[src/rtl/alu_32bit_behavioral.sv]
// -----------------------------------------------------------------------------
// alu_32bit_behavioral
//
// Purpose:
//   32-bit ALU. Arithmetic, logic and single-bit shift operations. The result
//   is available combinationally on F/COUT and as a registered copy on
//   F_Q/COUT_Q, which has one cycle of latency.
//
// Optional feature:
//   Define ALU_FLAGS_EN to add the ZERO/OVF status flags and their registered
//   copies ZERO_Q/OVF_Q. When the macro is undefined, those ports and their
//   logic are absent.
//
// Ports:
//   CLK     in   1       clock; the registered outputs sample on its rising edge
//   RST_N   in   1       asynchronous active-low reset, clears registered outputs
//   A, B    in   DATA_W  operands
//   CIN     in   1       arithmetic carry-in
//   DL      in   1       serial bit shifted into the LSB on shift-left
//   DR      in   1       serial bit shifted into the MSB on shift-right
//   S       in   4       S[3:2] selects the class (arith/logic/shr/shl), S[1:0] the sub-op
//   F       out  DATA_W  combinational result
//   COUT    out  1       combinational carry-out (arithmetic class only)
//   F_Q     out  DATA_W  registered F
//   COUT_Q  out  1       registered COUT
//   ZERO    out  1       F == 0                          (ALU_FLAGS_EN only)
//   OVF     out  1       signed overflow, arith class    (ALU_FLAGS_EN only)
//   ZERO_Q  out  1       registered ZERO                 (ALU_FLAGS_EN only)
//   OVF_Q   out  1       registered OVF                  (ALU_FLAGS_EN only)
// -----------------------------------------------------------------------------
module alu_32bit_behavioral #(
  parameter int DATA_W = 32
) (
  input  logic              CLK,
  input  logic              RST_N,
  input  logic [DATA_W-1:0] A,
  input  logic [DATA_W-1:0] B,
  input  logic              CIN,
  input  logic              DL,
  input  logic              DR,
  input  logic [3:0]        S,
  output logic [DATA_W-1:0] F,
  output logic              COUT,
  output logic [DATA_W-1:0] F_Q,
`ifdef ALU_FLAGS_EN
  output logic              COUT_Q,
  output logic              ZERO,
  output logic              OVF,
  output logic              ZERO_Q,
  output logic              OVF_Q
`else
  output logic              COUT_Q
`endif
);

  localparam logic [1:0] CLS_ARITH = 2'b00;
  localparam logic [1:0] CLS_LOGIC = 2'b01;
  localparam logic [1:0] CLS_SHR   = 2'b10;
  localparam logic [1:0] CLS_SHL   = 2'b11;

  // A + Y + carry-in, computed one bit wider so that the top bit is the carry out.
  function automatic logic [DATA_W:0] add_c(input logic [DATA_W-1:0] a,
                                            input logic [DATA_W-1:0] y,
                                            input logic              c);
    return {1'b0, a} + {1'b0, y} + {{DATA_W{1'b0}}, c};
  endfunction

  logic [DATA_W-1:0] y;
  logic [DATA_W:0]   sum;

  // Second adder operand. Every sub-op maps to a fixed Y, so subtract,
  // increment, decrement and transfer all share a single adder.
  always_comb begin
    y = '0;
    case (S[1:0])
      2'b00:   y = '0;
      2'b01:   y = B;
      2'b10:   y = ~B;
      default: y = '1;
    endcase
  end

  assign sum = add_c(A, y, CIN);

  always_comb begin
    F    = '0;
    COUT = 1'b0;
    case (S[3:2])
      CLS_ARITH: begin
        F    = sum[DATA_W-1:0];
        COUT = sum[DATA_W];
      end
      CLS_LOGIC: begin
        case (S[1:0])
          2'b00:   F = A & B;
          2'b01:   F = A | B;
          2'b10:   F = A ^ B;
          default: F = ~A;
        endcase
      end
      CLS_SHR: F = {DR, A[DATA_W-1:1]};
      default: F = {A[DATA_W-2:0], DL};
    endcase
  end

`ifdef ALU_FLAGS_EN
  assign ZERO = (F == '0);
  // Overflow occurs when the operands have the same sign and the result sign differs.
  assign OVF  = (S[3:2] == CLS_ARITH) && (A[DATA_W-1] == y[DATA_W-1]) &&
                (F[DATA_W-1] != A[DATA_W-1]);
`endif

  // Output register stage: a registered copy of the combinational result.
  always_ff @(posedge CLK or negedge RST_N) begin
    if (!RST_N) begin
      F_Q    <= '0;
      COUT_Q <= 1'b0;
`ifdef ALU_FLAGS_EN
      ZERO_Q <= 1'b0;
      OVF_Q  <= 1'b0;
`endif
    end else begin
      F_Q    <= F;
      COUT_Q <= COUT;
`ifdef ALU_FLAGS_EN
      ZERO_Q <= ZERO;
      OVF_Q  <= OVF;
`endif
    end
  end

endmodule

[config.mk]
export PLATFORM = sky130hd
export DESIGN_NAME = alu_32bit_behavioral
export DESIGN_NICKNAME = d
export VERILOG_FILES = /design/src/rtl/alu_32bit_behavioral.sv
export SDC_FILE = /design/constraint.sdc
export NUM_CORES = 1
export LEC_CHECK = 0
export BUFFER_PORTS_ARGS = -buffer_cell sky130_fd_sc_hd__buf_2
export CAP_MARGIN = 10
export CORE_MARGIN = 8
export CORE_UTILIZATION = 40
export CTS_BUF_LIST = sky130_fd_sc_hd__clkbuf_8
export DETAILED_ROUTE_END_ITERATION = 7
export MAX_ROUTING_LAYER = met4
export PLACE_DENSITY = 0.6
export SETUP_SLACK_MARGIN = 0.5
export SLEW_MARGIN = 25
export SYNTH_ARGS = -nofsm -noshare
export SYNTH_HDL_FRONTEND = slang
export SYNTH_SLANG_ARGS = --single-unit
[constraint.sdc]
create_clock -name CLK -period 9.2 [get_ports CLK]
set_input_delay 0 -clock CLK [delete_from_list [all_inputs] [get_ports CLK]]
set_output_delay 0 -clock CLK [all_outputs]
set_load 0.02 [all_outputs]
==> impl_metrics.csv <==
group,metric,value,unit
cells_and_area,layout_commonest_cell,"buf_2",
critical_path,max_stage_delay,0.70,ns
timing,drv_slew,0,
critical_path,critical_path.max_fanout,61,
pwr,max-vdd-ir-drop,0.0469,mV
clock_tree,clock-sinks,33,
synth,synth_top_area_cell,"mux4_2",
synth,synth.avg_cell_area,9.65,sq um
synth,synthDistinctLibCells,52,
floorplan,num_rows,43,
global_route,grt_pass1_vias,5000,
synth,ys_warn_count,0,
hold_path,hold_path.class,"primary input to flop",
outcome,run_status,"complete, no violations",
global_route,grt_pass1_wl,25.1,mm
pwr,powerDensity,116,nW/um^2
timing,finalHoldViolations,0,
timing,fin_crit_sh,42.7,%
synth,ys_seq_elements,33,
floorplan,start_util,40.4,%
clock_tree,cts_resized,0,
cells_and_area,drive_gt1_share,35.4,%
pwr,p_leak,3.22,nW
cells_and_area,fin_area,6490,sq um
run,cap_viol_max_count,0,
critical_path,crit_top_cell,"buf_2",
cells_and_area,final_nets,863,
routing,antenna_left,0,
critical_path,worstSetupEndpointType,"primary output",
routing,routed_wl,15.0,mm
clock_tree,htree_levels,2,
place,dp_hpwl,11.9,mm
clock_tree,clkSlewWorstSetupHoldPaths,0.07,ns
synth,synth_area,5550,sq um
pwr,p_total,0.751,mW
cells_and_area,area_growth_syn_to_layout,16.9,%
routing,viasPerCell,5.36,
floorplan,fp.dieW,134,um
critical_path,worstPathArrival,3.93,ns
critical_path,crit_slowest_cell,"buf_4",
global_route,grt_start_max_net_pins,74,
global_route,grt.overflow.total,0,
critical_path,crit_path_start_kind,"primary input",
global_route,antenna_found_initial,2,
synth,synth_top_area_share,21.5,%
clock_tree,cts_buffers,5,
timing,fmaxAchievable,255,MHz
critical_path,path_cells,"buf_2, buf_4, mux2_2, ha_1, nand2_1, nor3_1, a221oi_4, o22ai_4, a211oi_2, o31ai_1, a21oi_2, xnor2_1, mux4_2, buf_2",
clock_tree,cts-root-buf,"clkbuf_8",
critical_path,crit_type,"primary input to primary output",
floorplan,ios,139,
routing,dr_total_vias,4697,
cells_and_area,final_cell_mix,"buf_2, inv_1, ha_1",
synth,syn-num-nets,745,
critical_path,required,9.20,ns
routing,wl_per_cell,17.1,um
place,globalplace.congestion,0.870,
timing,tns,0,ns
timing,worstMarginPinSlew,0.947,ns
timing,fin_crit,3.93,ns
synth,yosysSeqAreaShare,14.9,%
critical_path,critical_path_buf_inv_count,3,
clock_tree,clockBufferDepth,2,
routing,drc,0,
cells_and_area,fillCellCount,1341,
timing,max-slew-margin-rel,36.9,%
cells_and_area,final_util,47.3,%
routing,first_pass_iters,4,
floorplan,die_height,134,um
place,place_area,6370,sq um
floorplan,die-area,17900,sq um
synth,synthTopCellsByArea,"mux4_2, ha_1, dfrtp_1, mux2_2, inv_1",
critical_path,crit_family,"buffers and inverters",
place,portBuffers,138,
routing,drt_iter0_markers,265,
synth,synth_cells,575,
timing,finalSetupViolations,0,
clock_tree,cts_tree,"built",
floorplan,coreArea,13700,sq um
timing,rsz0062_at_grt,"no",
global_route,track_usage,17.6,%
==> synth_stat cells, drive strengths merged <==
master	instances
and3	2
a221oi	3
o2111ai	1
a211oi	5
nor2	16
a31o	1
and4	1
nand4	2
fa	2
or2	1
clkbuf	24
a21oi	35
o22ai	4
nor3b	1
dfrtp	33
nor2b	5
o21a	4
nand2	36
a21boi	1
mux2	33
a31oi	2
a21o	17
nand2b	3
o211ai	10
or3	1
o21bai	6
o21ai	31
o31ai	2
o31a	1
buf	7
a311oi	2
a311o	1
nand3	7
nor4	1
inv	97
mux2i	2
xor2	6
xnor2	19
nor3	1
ha	95
mux4	53
a221o	1
==> power by group <==
part | switching [mW] | total [mW] | internal, mW
sequential | 0.00512 | 0.174 | 0.169
clock | 0.0638 | 0.132 | 0.0678
combinational | 0.253 | 0.446 | 0.192
total | 0.322 | 0.751 | 0.429
==> logic make-up (layout without fill, tap and decap cells) <==
kind of cell	after synthesis	in the layout	share of synthesized area [%]
AOI/OAI and AO/OA	127	127	15.5
and+or+nand+nor	77	77	6.32
xor gates and xnor gates	25	25	3.95
adders and majority gates	97	97	22.1
DFF	33	33	14.9
buffers and inverters	128	247	8.66
other	0	2	0
muxes	88	88	28.6
==> through the flow <==
stage               instances  worst slack (ns)  hold WS (ns)
global route              876              4.93        0.0246
floorplan                 575              5.07        -0.296
detailed placement        865              5.24         0.169
CTS                       874              5.24        0.0172
finish                    876              5.27        0.0333
global placement          865              5.35         0.151
==> path summary, 6_finish.rpt <==
check                       from                 to  slack (ns)  cells past startpoint
worst max-delay path        S[0]              F[19]        5.27                     14
worst min-delay path          DR  F_Q[31]$_DFF_PN0_        0.03                      2
max in group asynchronous  RST_N  F_Q[30]$_DFF_PN0_        8.33                      2
min in group asynchronous  RST_N  F_Q[14]$_DFF_PN0_        0.33                      2
==> sequential cells by signal, indices dropped and copies added (netlist names) <==
name and cells:
COUT_Q 1, F_Q 32
==> repair_timing <==
item                                    in CTS  in global routing
hold endpoints to repair                    33                  0
hold buffers                                 1                  0
endpoints found under the setup margin       0                  0
buffers inserted                             0                  0
==> layer usage <==
metal / vias up / global-route usage, % / part of all wire [%]
met5: - / - / 0
met4: 0 / 6.11 / 1.9
met3: 13 / 2.43 / 3.7
met2: 101 / 30.9 / 51
met1: 2285 / 20.3 / 44
li1: 2298 / - / -
==> area by class of cell <==
type,count,area (sq um),share of cell area [%]
flip-flops and latches,33,826,12.7
multi-input cells,414,4240,65.4
inverters,97,364,5.61
clock buffers,7,96.3,1.49
diodes,2,5.00,0.0772
clock inverters,1,5.00,0.0772
repair buffers,142,723,11.1
well taps,180,225,3.47
Power figures use the tool's default switching activity.
